### src/rtl/cordic_apb_sequencer_if.sv
// Bundles the job port, the result stream and the APB master bus of the CORDIC sequencer.
// valid/ready: a beat transfers on a rising edge where valid&ready are both 1; valid holds its payload until then.
interface cordic_apb_sequencer_if;
  logic        job_valid;
  logic        job_ready;
  logic [5:0]  job_cmd;
  logic [4:0]  job_xyfrac;
  logic [4:0]  job_phfrac;
  logic [31:0] job_a;
  logic [31:0] job_b;
  logic [31:0] job_c;
  logic [31:0] job_d;
  logic [2:0]  job_nout;
  logic        res_valid;
  logic        res_ready;
  logic [31:0] res_data;
  logic [2:0]  res_idx;
  logic        res_last;
  logic        res_err;
  logic        PSEL;
  logic        PENABLE;
  logic        PWRITE;
  logic [5:0]  PADDR;
  logic [31:0] PWDATA;
  logic [31:0] PRDATA;
  logic        INT;

  modport master (
    input  job_valid, job_cmd, job_xyfrac, job_phfrac, job_a, job_b, job_c, job_d, job_nout,
    input  res_ready, PRDATA, INT,
    output job_ready, res_valid, res_data, res_idx, res_last, res_err,
    output PSEL, PENABLE, PWRITE, PADDR, PWDATA
  );

  modport slave (
    output job_valid, job_cmd, job_xyfrac, job_phfrac, job_a, job_b, job_c, job_d, job_nout,
    output res_ready, PRDATA, INT,
    input  job_ready, res_valid, res_data, res_idx, res_last, res_err,
    input  PSEL, PENABLE, PWRITE, PADDR, PWDATA
  );
endinterface

### src/rtl/cordic_apb_sequencer.sv
// APB master that programs the CORDIC peripheral for one job, waits for INT, streams the OUTn
// registers out as result beats and finally clears the peripheral's CONTROL register.
module cordic_apb_sequencer #(
  parameter int TIMEOUT_CYCLES = 255
) (
  input  logic                          PCLK,
  input  logic                          PRESETn,
  cordic_apb_sequencer_if.master        bus,
  output logic [2:0]                    dbg_state_o
);

  typedef enum logic [2:0] {
    S_IDLE     = 3'd0,
    S_WR       = 3'd1,
    S_WAIT_INT = 3'd2,
    S_RD       = 3'd3,
    S_RES      = 3'd4,
    S_CLR      = 3'd5
  } state_e;

  localparam logic [7:0] TO_LAST = 8'(TIMEOUT_CYCLES - 1);

  state_e      state_q, state_d;
  logic        phase_q, phase_d;
  logic [2:0]  widx_q, widx_d;
  logic [2:0]  ridx_q, ridx_d;
  logic [7:0]  cnt_q, cnt_d;
  logic        job_ready_q, job_ready_d;
  logic        res_valid_q, res_valid_d;
  logic [31:0] res_data_q, res_data_d;
  logic [2:0]  res_idx_q, res_idx_d;
  logic        res_last_q, res_last_d;
  logic        res_err_q, res_err_d;
  logic [5:0]  cmd_q;
  logic [4:0]  xy_q, ph_q;
  logic [31:0] a_q, b_q, c_q, d_q;
  logic [2:0]  nout_q;
  logic        accept;
  logic        psel, penable, pwrite;
  logic [5:0]  paddr, wr_addr, rd_addr;
  logic [31:0] pwdata, wr_data;

  // Write index 0..6 walks the programming sequence; index 6 is the CONTROL start write.
  always_comb begin
    wr_addr = 6'h00;
    wr_data = 32'h0;
    case (widx_q)
      3'd0:    begin wr_addr = 6'h2C; wr_data = {27'd0, xy_q};  end
      3'd1:    begin wr_addr = 6'h30; wr_data = {27'd0, ph_q};  end
      3'd2:    begin wr_addr = 6'h04; wr_data = a_q;            end
      3'd3:    begin wr_addr = 6'h08; wr_data = b_q;            end
      3'd4:    begin wr_addr = 6'h0C; wr_data = c_q;            end
      3'd5:    begin wr_addr = 6'h10; wr_data = d_q;            end
      default: begin wr_addr = 6'h00; wr_data = {26'd0, cmd_q}; end
    endcase
  end

  assign rd_addr = 6'h14 + {1'b0, ridx_q, 2'b00};

  always_comb begin
    state_d     = state_q;
    phase_d     = phase_q;
    widx_d      = widx_q;
    ridx_d      = ridx_q;
    cnt_d       = cnt_q;
    res_valid_d = res_valid_q;
    res_data_d  = res_data_q;
    res_idx_d   = res_idx_q;
    res_last_d  = res_last_q;
    res_err_d   = res_err_q;
    accept      = 1'b0;
    psel        = 1'b0;
    penable     = 1'b0;
    pwrite      = 1'b0;
    paddr       = 6'h00;
    pwdata      = 32'h0;
    case (state_q)
      S_IDLE: begin
        if (bus.job_valid && job_ready_q) begin
          accept  = 1'b1;
          state_d = S_WR;
          phase_d = 1'b0;
          widx_d  = 3'd0;
        end
      end
      S_WR: begin
        psel    = 1'b1;
        penable = phase_q;
        pwrite  = 1'b1;
        paddr   = wr_addr;
        pwdata  = wr_data;
        phase_d = ~phase_q;
        if (phase_q) begin
          if (widx_q == 3'd6) begin
            state_d = S_WAIT_INT;
            cnt_d   = 8'd0;
          end else begin
            widx_d = widx_q + 3'd1;
          end
        end
      end
      S_WAIT_INT: begin
        if (bus.INT) begin
          ridx_d  = 3'd0;
          phase_d = 1'b0;
          state_d = (nout_q == 3'd0) ? S_CLR : S_RD;
        end else if (cnt_q == TO_LAST) begin
          state_d     = S_RES;
          res_valid_d = 1'b1;
          res_data_d  = 32'h0;
          res_idx_d   = 3'd0;
          res_last_d  = 1'b1;
          res_err_d   = 1'b1;
        end else begin
          cnt_d = cnt_q + 8'd1;
        end
      end
      S_RD: begin
        psel    = 1'b1;
        penable = phase_q;
        paddr   = rd_addr;
        phase_d = ~phase_q;
        if (phase_q) begin
          state_d     = S_RES;
          res_valid_d = 1'b1;
          res_data_d  = bus.PRDATA;
          res_idx_d   = ridx_q;
          res_last_d  = (ridx_q == nout_q - 3'd1);
          res_err_d   = 1'b0;
        end
      end
      S_RES: begin
        if (bus.res_ready) begin
          res_valid_d = 1'b0;
          phase_d     = 1'b0;
          if (res_last_q) begin
            state_d = S_CLR;
          end else begin
            ridx_d  = ridx_q + 3'd1;
            state_d = S_RD;
          end
        end
      end
      S_CLR: begin
        psel    = 1'b1;
        penable = phase_q;
        pwrite  = 1'b1;
        paddr   = 6'h00;
        pwdata  = 32'h0;
        phase_d = ~phase_q;
        if (phase_q) state_d = S_IDLE;
      end
      default: state_d = S_IDLE;
    endcase
    job_ready_d = (state_d == S_IDLE);
  end

  always_ff @(posedge PCLK) begin
    if (!PRESETn) begin
      state_q     <= S_IDLE;
      phase_q     <= 1'b0;
      widx_q      <= 3'd0;
      ridx_q      <= 3'd0;
      cnt_q       <= 8'd0;
      job_ready_q <= 1'b0;
      res_valid_q <= 1'b0;
      res_data_q  <= 32'h0;
      res_idx_q   <= 3'd0;
      res_last_q  <= 1'b0;
      res_err_q   <= 1'b0;
      cmd_q       <= 6'd0;
      xy_q        <= 5'd0;
      ph_q        <= 5'd0;
      a_q         <= 32'h0;
      b_q         <= 32'h0;
      c_q         <= 32'h0;
      d_q         <= 32'h0;
      nout_q      <= 3'd0;
    end else begin
      state_q     <= state_d;
      phase_q     <= phase_d;
      widx_q      <= widx_d;
      ridx_q      <= ridx_d;
      cnt_q       <= cnt_d;
      job_ready_q <= job_ready_d;
      res_valid_q <= res_valid_d;
      res_data_q  <= res_data_d;
      res_idx_q   <= res_idx_d;
      res_last_q  <= res_last_d;
      res_err_q   <= res_err_d;
      if (accept) begin
        cmd_q  <= bus.job_cmd;
        xy_q   <= bus.job_xyfrac;
        ph_q   <= bus.job_phfrac;
        a_q    <= bus.job_a;
        b_q    <= bus.job_b;
        c_q    <= bus.job_c;
        d_q    <= bus.job_d;
        nout_q <= (bus.job_nout > 3'd6) ? 3'd6 : bus.job_nout;
      end
    end
  end

  assign bus.job_ready = job_ready_q;
  assign bus.res_valid = res_valid_q;
  assign bus.res_data  = res_data_q;
  assign bus.res_idx   = res_idx_q;
  assign bus.res_last  = res_last_q;
  assign bus.res_err   = res_err_q;
  assign bus.PSEL      = psel;
  assign bus.PENABLE   = penable;
  assign bus.PWRITE    = pwrite;
  assign bus.PADDR     = paddr;
  assign bus.PWDATA    = pwdata;
  assign dbg_state_o   = state_q;

endmodule

### src/flat_wrapper.sv
// flat-port wrapper written by rule: the top's interface ports become plain ports
module cordic_apb_sequencer_flat 
#(
  parameter int TIMEOUT_CYCLES = 255
)
  (PCLK, PRESETn, dbg_state_o, bus_job_valid, bus_job_cmd, bus_job_xyfrac, bus_job_phfrac, bus_job_a, bus_job_b, bus_job_c, bus_job_d, bus_job_nout, bus_res_ready, bus_PRDATA, bus_INT, bus_job_ready, bus_res_valid, bus_res_data, bus_res_idx, bus_res_last, bus_res_err, bus_PSEL, bus_PENABLE, bus_PWRITE, bus_PADDR, bus_PWDATA);
  cordic_apb_sequencer_if bus_i ();
  input  logic PCLK;
  input  logic PRESETn;
  output logic [2:0] dbg_state_o;
  input wire logic [$bits(bus_i.job_valid)-1:0] bus_job_valid;
  input wire logic [$bits(bus_i.job_cmd)-1:0] bus_job_cmd;
  input wire logic [$bits(bus_i.job_xyfrac)-1:0] bus_job_xyfrac;
  input wire logic [$bits(bus_i.job_phfrac)-1:0] bus_job_phfrac;
  input wire logic [$bits(bus_i.job_a)-1:0] bus_job_a;
  input wire logic [$bits(bus_i.job_b)-1:0] bus_job_b;
  input wire logic [$bits(bus_i.job_c)-1:0] bus_job_c;
  input wire logic [$bits(bus_i.job_d)-1:0] bus_job_d;
  input wire logic [$bits(bus_i.job_nout)-1:0] bus_job_nout;
  input wire logic [$bits(bus_i.res_ready)-1:0] bus_res_ready;
  input wire logic [$bits(bus_i.PRDATA)-1:0] bus_PRDATA;
  input wire logic [$bits(bus_i.INT)-1:0] bus_INT;
  output wire logic [$bits(bus_i.job_ready)-1:0] bus_job_ready;
  output wire logic [$bits(bus_i.res_valid)-1:0] bus_res_valid;
  output wire logic [$bits(bus_i.res_data)-1:0] bus_res_data;
  output wire logic [$bits(bus_i.res_idx)-1:0] bus_res_idx;
  output wire logic [$bits(bus_i.res_last)-1:0] bus_res_last;
  output wire logic [$bits(bus_i.res_err)-1:0] bus_res_err;
  output wire logic [$bits(bus_i.PSEL)-1:0] bus_PSEL;
  output wire logic [$bits(bus_i.PENABLE)-1:0] bus_PENABLE;
  output wire logic [$bits(bus_i.PWRITE)-1:0] bus_PWRITE;
  output wire logic [$bits(bus_i.PADDR)-1:0] bus_PADDR;
  output wire logic [$bits(bus_i.PWDATA)-1:0] bus_PWDATA;
  assign bus_i.job_valid = bus_job_valid;
  assign bus_i.job_cmd = bus_job_cmd;
  assign bus_i.job_xyfrac = bus_job_xyfrac;
  assign bus_i.job_phfrac = bus_job_phfrac;
  assign bus_i.job_a = bus_job_a;
  assign bus_i.job_b = bus_job_b;
  assign bus_i.job_c = bus_job_c;
  assign bus_i.job_d = bus_job_d;
  assign bus_i.job_nout = bus_job_nout;
  assign bus_i.res_ready = bus_res_ready;
  assign bus_i.PRDATA = bus_PRDATA;
  assign bus_i.INT = bus_INT;
  assign bus_job_ready = bus_i.job_ready;
  assign bus_res_valid = bus_i.res_valid;
  assign bus_res_data = bus_i.res_data;
  assign bus_res_idx = bus_i.res_idx;
  assign bus_res_last = bus_i.res_last;
  assign bus_res_err = bus_i.res_err;
  assign bus_PSEL = bus_i.PSEL;
  assign bus_PENABLE = bus_i.PENABLE;
  assign bus_PWRITE = bus_i.PWRITE;
  assign bus_PADDR = bus_i.PADDR;
  assign bus_PWDATA = bus_i.PWDATA;
  cordic_apb_sequencer #(.TIMEOUT_CYCLES(TIMEOUT_CYCLES)) u_core (.PCLK(PCLK), .PRESETn(PRESETn), .bus(bus_i), .dbg_state_o(dbg_state_o));
endmodule
### config.mk
export PLATFORM = sky130hd
export DESIGN_NAME = cordic_apb_sequencer_flat
export DESIGN_NICKNAME = d
export VERILOG_FILES = /design/src/rtl/cordic_apb_sequencer_if.sv /design/src/rtl/cordic_apb_sequencer.sv /design/src/flat_wrapper.sv
export SDC_FILE = /design/constraint.sdc
export NUM_CORES = 1
export LEC_CHECK = 0
export ABC_CLOCK_PERIOD_IN_PS = 2600
export BUFFER_PORTS_ARGS = -buffer_cell sky130_fd_sc_hd__buf_2
export CORE_UTILIZATION = 33
export DETAILED_ROUTE_END_ITERATION = 8
export MAX_ROUTING_LAYER = met4
export SETUP_SLACK_MARGIN = 0.5
export SLEW_MARGIN = 20
export SYNTH_ARGS = -nofsm -noshare
export SYNTH_HDL_FRONTEND = slang
export SYNTH_SLANG_ARGS = --single-unit
### constraint.sdc
create_clock -name PCLK -period 2.6 [get_ports PCLK]
set_clock_uncertainty 0.05 [all_clocks]
set_input_delay 0.52 -clock PCLK [delete_from_list [all_inputs] [get_ports PCLK]]
set_output_delay 0.52 -clock PCLK [all_outputs]
set_load 0.03 [all_outputs]
== After elaboration in Yosys (flattened, before gate mapping) ==
Cells that the tools add are included.
Word-level totals
  word-level logic and storage cells: 123
  flip-flop bits (word level): 204
  input bits: 184
  output and inout bits: 83
Cells by class
  mux-type cells: 54
  add/subtract/negate cells: 5
  equal/unequal tests: 24
  reduce and logical (&&, ||, !) cells: 19
  bitwise operators: 1
  magnitude comparators: 1
Operators with widths (number)
  $pmux W32 S6: 1
  $mux W32: 4
  $pmux W32 S2: 1
  $mux W3: 20
  $pmux W6 S6: 1
  $mux W8: 4
  $pmux W3 S2: 3
  $pmux W3 S6: 1
  $pmux W8 S2: 1
  $reduce_and A4 Y1: 4
  $eq A3 B3 Y1 const B: 5
  $mux W1: 13
  $eq A3 B2 Y1 const B: 4
  $logic_not A3 Y1: 4
  $ne A2 B2 Y1 const B: 6
  $pmux W6 S2: 1
  $ne A2 B1 Y1 const B: 5
  $reduce_and A5 Y1: 2
  $add A8 B1 Y8 const B: 1
  $eq A8 B8 Y1 const B: 1
  $reduce_bool A2 Y1: 4
  $add A3 B1 Y3 const B: 2
  $add A5 B5 Y6 const A: 1
  $eq A3 B1 Y1 const B: 2
  12 further kinds: 13

== Logic depth before layout (Yosys ltp) ==
Gate-level depths: netlist (run 1).
  word-level depth: 5
  gate-level depth with buffers: 8
  mapped depth without buffers: 7

== Worst setup path after synthesis (run 1) ==
Ideal clock, no wire load.
  kind: flip-flop to output port
  start point: reg u_core.state_q[0], in the netlist u_core.dbg_state_o[0]
  end point: out bus_PENABLE
  slack: -0.183 ns
  buffers on the path: 2
  data arrival time: 2.213 ns
  stages on the path, launching flop included: 5
  data required time: 2.030 ns
  path through: dfxtp_1 buf_2 buf_2 a21boi_0 and2_1
Between the ends
  cells in the longest elaborated chain, start to end: 3
  elaborated cells on any way between the ends: 5
  classes of those cells: eq/ne (3); mux (1); reduce/logical (1)
RTL lines
  start: declaration: RTL line cordic_apb_sequencer.sv:23  | state_e state_q, state_d;
  start signal: assignment: RTL line cordic_apb_sequencer.sv:180  | state_q <= state_d;
  $eq A3 B1 Y1 (tied with other cells): RTL line cordic_apb_sequencer.sv:77  | case (state_q)
  $reduce_or A3 Y1 (no source line) *
  $mux W1 *: RTL line cordic_apb_sequencer.sv:77
  end: declaration: RTL line flat_wrapper.sv:30  | output wire logic [$bits(bus_i.PENABLE)-1:0] bus_PENABLE;
Every way passes the cells marked *; elsewhere a longest branch is shown, timed or not.

== Worst setup path in the final report (run 1) ==
  start point: reg u_core.widx_q[0]
  end point: out bus_PWDATA[18]
Between the ends
  cells in the longest elaborated chain, start to end: 3
  elaborated cells on any way between the ends: 8
  classes of those cells: eq/ne (5); mux (2); reduce/logical (1)
RTL lines
  start: declaration: RTL line cordic_apb_sequencer.sv:25  | logic [2:0] widx_q, widx_d;
  start signal: assignment: RTL line cordic_apb_sequencer.sv:182  | widx_q <= widx_d;
  $eq A3 B3 Y1 (tied with other cells): RTL line cordic_apb_sequencer.sv:47  | case (widx_q)
  $pmux W32 S6 *: RTL line cordic_apb_sequencer.sv:47
  $mux W32 *: RTL line cordic_apb_sequencer.sv:77
  end: declaration: RTL line flat_wrapper.sv:33  | output wire logic [$bits(bus_i.PWDATA)-1:0] bus_PWDATA;
Marked as above.

==> reports/qor.yml, run 1 <==
outcome:
  status: "finished with violations"
  violations: "setup timing"
cts:
  clock-sinks: 204
  root_buffer: "clkbuf_16"
  cts-htree-levels: 1
  clkLatencyLatePin_ns: 0.51
  cts_made_buffers: 24
  clock_path_buffers: 3
  holdBufCountCts: 0
  path_clk_slew_ns: 0.06
  tritoncts: "yes"
synthesis:
  synth_top_cell_area_share_pct: 47.8
  ys_types: 63
  synth.avg_cell_area_um2: 8.18
  synth-xor-area-share_pct: 0.410
  yosys.area_share.simple_pct: 19.4
  synth_compound_area_share_pct: 24.4
  synth_edf_count: 0
  synth_top_cell_by_area: "dfxtp_1"
  synthArstFlopShare_pct: 0
  yosysMostFrequentCell: "nand2_1"
  ys_seq_area_share_pct: 47.8
  yosys-top-cells-count: "nand2_1 (313), dfxtp_1 (204), a21oi_1 (189)"
  synth.area.mux_share_pct: 1.32
  synth_area_um2: 8550
  yosysWarnings: 0
  synthCells: 1045
  synth_area_leaders: "dfxtp_1 (48%), nand2_1 (14%), a21oi_1 (11%)"
  ys_seq_elements: 204
  synth_flop_cell: "dfxtp_1"
  synthAdderAreaFrac_pct: 1.61
  synth_top_family_by_area: "compound AO/OA/AOI/OAI gates"
floorplanning:
  die_height_um: 163
  dieArea_um2: 26500
  rows: 58
  io_pins: 267
  fp.dieW_um: 163
  coreArea_um2: 25300
  start_util_pct: 33.7
sta:
  max_slew_margin_pct: 54.1
  tns_ns: -4.27
  final_max_slew_viol_count: 0
  min_period_over_period_pct: 107
  setup_violations: 33
  rsz0062_at_grt: "true"
  min_period_ns: 2.79
  max_freq_mhz: 358
  hold_ws_ns: 0.177
  tightest_slew_ns: 0.689
  layout_setup_ws_ns: -0.191
  final_hold_viol_count: 0
power_and_ir_drop:
  power.total_mw: 7.54
  p_leak_nw: 4.68
  peakVddDrop_uv: 470
  powerDensity_nw_per_um2: 618
grt:
  gr-total-overflow: 0
  grt_pass1_vias: 8073
  gr-usage-met2_pct: 32.5
  antenna_found_initial: 6
  grt_max_degree: 138
  grt_pass1_wl_mm: 41.9
  top_usage_layer: "met2"
  grt_use_met3_pct: 4.61
  use_met1_pct: 26.1
  grt_util_all_layers_pct: 20.3
critical_path:
  cp_slowest_stage_delay_ns: 0.37
  crit_arrival_ns: 2.22
  cpMaxStageDelayCell: "dfxtp_4"
  path_buf_inv: 4
  cp-start-kind: "flip-flop"
  cp_top_family: "buffers and inverters"
  crit_required_ns: 2.03
  crit_chain: "inv_4, ha_4, nor2b_4, nor4_4, or2_4, buf_12, buf_16, a21oi_4, buf_6"
  cp-end-kind: "output pin"
  worstPathMaxFanout: 8
  crit_type: "flip-flop to output pin"
detailed_routing:
  first_pass_iters: 5
  first_iter_violations: 490
  avgRoutedWirePerCell_um: 16.3
  drc_errors: 0
  ant_nets: 0
  vias: 8277
  drt_wl_total_mm: 26.9
  viasPerCell: 5.00
placed_design:
  dp_hpwl_mm: 17.6
  place_inst: 1580
  dp_slack_ns: 0.204
  portBuffers: 264
  placed_cell_area_um2: 10600
  gp_congestion: 0.853
finish:
  utilization_pct: 48.2
  area_growth_pct: 42.7
  final_layout_size_suffix_gt1_share_pct: 33.3
  final_cells: 1654
  design_area_um2: 12200
  fin_nets: 1498
job:
  max_cap_violations: 0
hold_path:
  hp-class: "input port to flip-flop"
-- worst paths after layout --
| kind | slack (ns) | end | cells past startpoint | from |
|---|---|---|---|---|
| max | -0.19 | bus_PWDATA[18] | 9 | u_core.widx_q[0] |
| min | 0.18 | u_core.bus.res_data[15] | 2 | bus_PRDATA[15] |
| max reg2reg | 0.61 | u_core.cnt_q[1] | 5 | u_core.dbg_state_o[0] |
| min reg2reg | 0.40 | u_core.d_q[7] | 2 | u_core.d_q[7] |
-- power by group --
group	leakage, nW	internal [mW]	total (mW)	switching (mW)
combinational	2.62	0.335	0.775	0.441
clock	0.393	2.13	3.44	1.30
sequential	1.66	3.25	3.33	0.0783
-- area by class of cell --
class | count | area, um2
fill | 2469 | 13100
clock inverter | 6 | 109
clock buffer | 35 | 693
tap | 330 | 413
timing repair buffer | 315 | 2220
inverter | 9 | 43.8
sequential | 204 | 4110
antenna | 6 | 15.0
multi-input combinational | 749 | 4590
-- cell families after synthesis --
kind of cell	after synthesis
DFF	204
AOI/OAI and AO/OA	332
and+or+nand+nor	389
other	1
adders and majority gates	11
xor gates and xnor gates	4
muxes	11
buffers and inverters	93
-- what timing repair did --
| action | 4_1_cts | 5_1_grt |
|---|---|---|
| setup buffers | 18 | 5 |
| pin swaps | 14 | 4 |
| resized for setup | 109 | 16 |
| endpoints found under the hold margin | 0 | 0 |
| cloned | 4 | 0 |
| endpoints found under the setup margin | 39 | 40 |
-- placed cells by master (no fill, tap or decap), types with 10 or more instances in the layout --
master | Yosys | routed
clkbuf_16 | 0 | 25
a21oi_1 | 189 | 158
buf_2 | 50 | 227
a22oi_1 | 59 | 56
a21oi_4 | 0 | 23
a21oi_2 | 2 | 10
nand2_1 | 313 | 310
buf_6 | 0 | 45
a22o_1 | 43 | 43
dfxtp_1 | 204 | 198
buf_4 | 4 | 26
buf_12 | 0 | 13
nor2_1 | 13 | 12
-- registers in the layout, indices dropped and copies added, names as in the netlist, 3 cells and up --
| signal | cells |
|---|---|
| u_core.ridx_q | 3 |
| u_core.cmd_q | 6 |
| u_core.widx_q | 3 |
| u_core.b_q | 32 |
| u_core.ph_q | 5 |
| u_core.a_q | 32 |
| u_core.bus.res_data | 32 |
| u_core.d_q | 32 |
| u_core.dbg_state_o | 3 |
| u_core.bus.res_idx | 3 |
| u_core.xy_q | 5 |
| u_core.nout_q | 3 |
| u_core.cnt_q | 8 |
| u_core.c_q | 32 |
-- metal layers --
metal,vias up,part of all wire (%)
li1,4145,-
met1,3843,45
met2,264,46
met3,25,7.1
met4,0,1.5
met5,-,0
Note: power is estimated with default switching activity, not from simulation.
==> run 2, diff against run 1 <==
RECOVER_POWER = 100   (was not set)
SLEW_MARGIN = not set   (was 20)
TNS_END_PERCENT = 1   (was not set)
==> run 2 against run 1 <==
The run still ends with setup timing left. Sequential power barely moved. First-iteration DRC count fell by 0.61%. Combinational power fell by 6.7%. Count of clock-buffer cells in the layout did not move. Critical endpoint is now bus_PWDATA[10]. Largest cell class unchanged.
==> reports/qor.yml, run 2 (synthesis results as in run 1) <==
outcome:
  status: "finished with violations"
  violations: "setup timing"
floorplanning:
  rows: 58  # unchanged
  fp.dieW_um: 163  # unchanged
  dieArea_um2: 26500  # unchanged
  start_util_pct: 33.7  # unchanged
  io_pins: 267  # unchanged
  die_height_um: 163  # unchanged
  coreArea_um2: 25300  # unchanged
placed_design:
  placed_cell_area_um2: 10600  # -0.39%
  dp_hpwl_mm: 17.9  # +1.7%
  gp_congestion: 0.859  # +0.73%
  dp_slack_ns: 0.0109  # -0.193 ns
  portBuffers: 264  # unchanged
finish:
  final_layout_size_suffix_gt1_share_pct: 29.5  # -3.8 points
  area_growth_pct: 36.9
  fin_nets: 1481  # -1.1%
  layout_common_cells: "nand2_1 (310), dfxtp_1 (198), buf_2 (196)"
  final_common_cell: "nand2_1"
  n_fill_cell: 2542  # +3.0%
  design_area_um2: 11700  # -4.1%
sta:
  tightest_slew_ns: 0.949  # +0.260 ns
  layout_setup_ws_ns: -0.222  # -0.0316 ns
  min_period_ns: 2.82  # +0.0316 ns
  final_hold_viol_count: 0  # unchanged
  rsz0062_at_grt: "true"
  final_max_slew_viol_count: 0  # unchanged
  setup_violations: 35  # +6.1%
  min_period_over_period_pct: 109  # +1.2 points
  max_slew_margin_pct: 36.8  # -17 points
  max_freq_mhz: 354  # -1.1%
power_and_ir_drop:
  p_leak_nw: 4.34  # -7.3%
  peakVddDrop_uv: 456  # -3.1%
  powerDensity_nw_per_um2: 613  # -0.89%
hold_path:
  hp-class: "input port to flip-flop"
  hp-start: "bus_PRDATA[12]"
  hold_path_end: "u_core.bus.res_data[12]"
  min_path_cells: 2  # unchanged
cts:
  clkLatencyLatePin_ns: 0.52  # about the same
  cts-htree-levels: 1  # unchanged
  clock-sinks: 204  # unchanged
  cts_made_buffers: 24  # unchanged
  holdBufCountCts: 0  # unchanged
  tritoncts: "yes"
  path_clk_slew_ns: 0.06  # about the same
  root_buffer: "clkbuf_16"
  clock_path_buffers: 3  # unchanged
critical_path:
  r2r-end: "u_core.cnt_q[7]"
  reg2reg_depth: 5  # unchanged
  r2r_start: "u_core.dbg_state_o[2]"
  crit_type: "flip-flop to output pin"
  crit_arrival_ns: 2.25  # +0.03 ns
  r2r_slack_ns: 0.22  # -0.39 ns
  crit_required_ns: 2.03  # about the same
  worstPathMaxFanout: 8  # unchanged
  cp-end-kind: "output pin"
  crit_path_start: "u_core.widx_q[0]"
  cp-start-kind: "flip-flop"
grt:
  antenna_found_initial: 5  # -1
  grt_max_degree: 87  # -37%
  grt_pass1_wl_mm: 41.3  # -1.4%
  gr-total-overflow: 0  # unchanged
  grt_pass1_vias: 7880  # -2.4%
  grt_util_all_layers_pct: 20.0  # -0.27 points
detailed_routing:
  viasPerCell: 5.06  # +1.2%
  drc_errors: 0  # unchanged
  ant_nets: 0  # unchanged
  first_iter_violations: 487  # -0.61%
  vias: 8276  # -0.012%
  drt_wl_total_mm: 27.3  # +1.5%
  avgRoutedWirePerCell_um: 16.7  # +2.8%
  first_pass_iters: 5  # unchanged
job:
  max_cap_violations: 0  # unchanged
[run 2: cell types whose count changed in the layout (fill, tap and decap cells not counted), moves of 3 or more]
| cell | change |
|---|---|
| buf_4 | -6 |
| inv_4 | -3 |
| buf_6 | -12 |
| dfxtp_4 | -3 |
| dfxtp_2 | +3 |
| clkbuf_1 | +31 |
| buf_2 | -31 |
| clkbuf_4 | +3 |
| ha_4 | -3 |
| bufinv_16 | -3 |
| bufbuf_16 | -3 |
| buf_12 | -4 |
[run 2: through the flow]
step           setup TNS (ns)  hold WS [ns]  instances  power [mW]  util (%)
3_3_place_gp                0         0.392       1584        4.08      41.7
6_report                -6.31         0.173       1634        7.17      46.2
3_5_place_dp                0         0.397       1584        4.08      41.7
2_1_floorplan               0         0.383       1046        3.81         -
4_1_cts                 -7.43         0.146       1623        7.26      45.1
5_1_grt                 -8.83         0.161       1634        7.47      46.2
[run 2: repair_timing]
action,in CTS,in global routing
gates resized for setup,41,79
pin swaps,4,8
cloned,0,3
endpoints found under the setup margin,41,64
buffers inserted,0,3
[run 2: worst max path at each step]
stage                     end
3_5_place_dp   bus_PWDATA[19]
2_1_floorplan  bus_PWDATA[11]
4_1_cts         bus_PWDATA[6]
6_report       bus_PWDATA[10]
5_1_grt        bus_PWDATA[10]
3_3_place_gp   bus_PWDATA[27]
[run 2: final cells by class]
type                            count  area, um2  share of cell area, %
Multi-Input combinational cell    750       4510                   38.5
Sequential cell                   204       4100                   35.0
Clock buffer                       35        692                   5.91
Timing Repair Buffer              297       1910                   16.3
Inverter                            9       36.3                  0.310
Clock inverter                      4       33.8                  0.289
Tap cell                          330        413                   3.53
Antenna cell                        5       12.5                  0.107
[run 2: power by group]
part | total [mW] | internal, mW | switching, mW | leakage (nW)
combinational | 0.723 | 0.288 | 0.435 | 2.32
sequential | 3.33 | 3.26 | 0.0746 | 1.66
clock | 3.12 | 1.83 | 1.29 | 0.354
[run 2: per-layer routing]
layer,vias to the layer above,GRT usage [%],routed length [um]
met1,3835,25.9,12300
met2,296,30.6,12200
met4,0,5.44,668
met5,-,-,0
li1,4104,-,-
met3,41,5.19,2210
[run 2: critical path, cell delays in order (launching register included)]
cell	delay (ns)
dfxtp_4	0.37
ha_4	0.17
ha_4	0.17
nor4_4	0.30
or2_4	0.29
clkbuf_16	0.23
a21oi_2	0.05
buf_6	0.14
==> run 3, diff against run 2 <==
==> constraint.sdc (replaced) <==
create_clock -name PCLK -period 2.6 [get_ports PCLK]
set_clock_uncertainty 0.05 [all_clocks]
set_input_delay 0.26 -clock PCLK [delete_from_list [all_inputs] [get_ports PCLK]]
set_output_delay 0.26 -clock PCLK [all_outputs]
set_load 0.03 [all_outputs]
==> run 3 against run 2 <==
The run now ends clean. Critical path depth is the same. Register-to-register slack is essentially flat. Non-clock buffer count grew 171. Sequential share of layout area shrank 3.7 points. Count of clock-buffer cells in the layout grew 3. Maximum frequency grew 13%. Cell area grew 12%. Total power grew 4.9%. First-iteration DRC count grew 51%. Via count grew 9.6%. Wire length grew 8.3%. Highest routed layer unchanged.
==> reports/qor.yml, run 3 (synthesis results as in run 1) <==
outcome:
  status: "completed"
detailed_routing:
  viasPerCell: 5.03  # -0.63%
  drc_errors: 0  # unchanged
  avgRoutedWirePerCell_um: 16.4  # -1.8%
  first_pass_iters: 5  # unchanged
  vias: 9074  # +9.6%
  drt_wl_total_mm: 29.6  # +8.3%
  ant_nets: 0  # unchanged
  first_iter_violations: 734  # +51%
finish:
  final_common_cell: "nand2_1"
  fin_nets: 1651  # +11%
  final_layout_size_suffix_gt1_share_pct: 24.7  # -4.8 points
  regArea_um2: 4090  # -0.15%
  n_fill_cell: 2399  # -5.6%
  layout_common_cells: "nand2_1 (313), dfxtp_1 (201), buf_2 (189)"
  multi_input_area_um2: 4320  # -4.3%
  area_growth_pct: 52.9
floorplanning:
  rows: 58  # unchanged
  io_pins: 267  # unchanged
  start_util_pct: 33.7  # unchanged
  dieArea_um2: 26500  # unchanged
  coreArea_um2: 25300  # unchanged
  fp.dieW_um: 163  # unchanged
  die_height_um: 163  # unchanged
critical_path:
  crit_arrival_ns: 2.19  # -0.06 ns
  reg2reg_depth: 6  # +1
  crit_required_ns: 2.29  # +0.26 ns
  cp-end-kind: "output pin"
  worstPathMaxFanout: 17  # +9
  cp-start-kind: "flip-flop"
  crit_type: "flip-flop to output pin"
grt:
  grt_pass1_wl_mm: 45.8  # +11%
  antenna_found_initial: 1  # -4
  grt_util_all_layers_pct: 22.0  # +2.0 points
  grt_max_degree: 122  # +40%
  gr-total-overflow: 0  # unchanged
  grt_pass1_vias: 8752  # +11%
sta:
  setup_violations: 0  # -100%
  final_max_slew_viol_count: 0  # unchanged
  tns_ns: 0  # +6.31 ns
  layout_setup_ws_ns: 0.100  # +0.323 ns
  rsz0062_at_grt: "true"
  min_period_over_period_pct: 96.1  # -12 points
  max_slew_margin_pct: 30.0  # -6.8 points
  final_hold_viol_count: 0  # unchanged
  min_period_ns: 2.50  # -0.323 ns
  max_freq_mhz: 400  # +13%
  tightest_slew_ns: 1.05  # +0.102 ns
power_and_ir_drop:
  p_leak_nw: 4.95  # +14%
  sw_frac_of_total_pct: 24.4  # -0.74 points
  p_sw_mw: 1.83  # +1.8%
  clock_power_share_pct: 43.8  # +0.3 points
  p_int_mw: 5.69  # +5.9%
  pwr-share-seq_pct: 44.4  # -2.0 points
  p_comb_share_pct: 11.8  # +1.7 points
  peakVddDrop_uv: 501  # +10%
  powerDensity_nw_per_um2: 575  # -6.1%
hold_path:
  min_path_cells: 3  # +1
  hp-class: "input port to flip-flop"
placed_design:
  dp_hpwl_mm: 18.2  # +1.5%
  gp_congestion: 0.867  # +0.97%
  dp_slack_ns: 0.386  # +0.375 ns
  portBuffers: 264  # unchanged
cts:
  cts_made_buffers: 24  # unchanged
  clock-sinks: 204  # unchanged
  cts-htree-levels: 1  # unchanged
  root_buffer: "clkbuf_16"
  clock_path_buffers: 3  # unchanged
  clkLatencyLatePin_ns: 0.50  # -0.02 ns
  path_clk_slew_ns: 0.06  # about the same
  tritoncts: "yes"
job:
  max_cap_violations: 0  # unchanged
-- run 3: cell types whose count changed in the layout (fill, tap and decap cells not counted), moves of 7 or more --
| cell | delta |
|---|---|
| buf_2 | -7 |
| a22oi_2 | +10 |
| buf_6 | -22 |
| clkbuf_4 | +7 |
| a22oi_1 | -10 |
| dlygate4sd3_1 | +175 |
| a21oi_2 | +12 |
| clkbuf_2 | +8 |
| a21oi_1 | +8 |
| clkbuf_1 | +13 |
| a21oi_4 | -20 |
-- run 3: area by class of cell --
cell class / instances / share of cell area [%]
multi-input cells: 749 / 33.0
flip-flops and latches: 204 / 31.3
repair buffers: 468 / 26.2
clock buffers: 38 / 5.85
well taps: 330 / 3.16
inverters: 9 / 0.297
clock inverters: 4 / 0.182
diodes: 1 / 0.0191
-- run 3: power by group through the flow --
stage | Combinational (mW) | Sequential [mW] | Clock [mW]
2_1_floorplan | 0.398 | 3.38 | 0
3_3_place_gp | 0.657 | 3.40 | 0
3_5_place_dp | 0.663 | 3.40 | 0
4_1_cts | 0.887 | 3.33 | 3.38
5_1_grt | 0.974 | 3.35 | 3.54
6_report | 0.889 | 3.34 | 3.30
-- run 3: worst paths after layout --
| check | slack (ns) | to | start |
|---|---|---|---|
| max reg2reg | 0.21 | u_core.a_q[6] | u_core.dbg_state_o[0] |
| min reg2reg | 0.40 | u_core.d_q[6] | u_core.d_q[6] |
| min | 0.01 | u_core.b_q[0] | bus_job_b[0] |
| max | 0.10 | bus_PWDATA[20] | u_core.widx_q[1] |
-- run 3: worst max-delay path, stage by stage (launching register included) --
cell and delay, ns:
dfxtp_4 0.38, inv_2 0.09, ha_2 0.26, and2_2 0.26, buf_6 0.22, a22oi_1 0.11
a21oi_2 0.17, buf_4 0.19
-- run 3: timing repair --
| item | CTS | global route |
|---|---|---|
| resized for setup | 91 | 5 |
| hold buffers | 175 | 0 |
| endpoints found under the hold margin | 175 | 0 |
| endpoints found under the setup margin | 36 | 51 |
| pin swaps | 2 | 4 |
| buffers inserted | 1 | 1 |
-- run 3: through the flow --
| stage | util [%] | cell area [um2] | hold slack (ns) | std cells | total power [mW] |
|---|---|---|---|---|---|
| floorplan | - | 8660 | 0.343 | 1046 | 3.78 |
| global placement | 40.6 | 10300 | 0.391 | 1583 | 4.05 |
| detailed placement | 40.6 | 10300 | 0.396 | 1583 | 4.06 |
| CTS | 52.0 | 13200 | 0.00114 | 1801 | 7.60 |
| global route | 51.6 | 13100 | 0.00640 | 1803 | 7.86 |
| finish | 51.6 | 13100 | 0.0108 | 1803 | 7.52 |
-- run 3: per-layer routing --
layer / part of all wire [%] / global-route usage [%] / vias up / wire length [um]
met5: 0 / - / - / 0
met4: 2.3 / 5.95 / 0 / 691
met3: 6.3 / 3.36 / 56 / 1860
met2: 48 / 36.9 / 355 / 14300
met1: 43 / 27.3 / 4218 / 12800
li1: - / - / 4445 / -
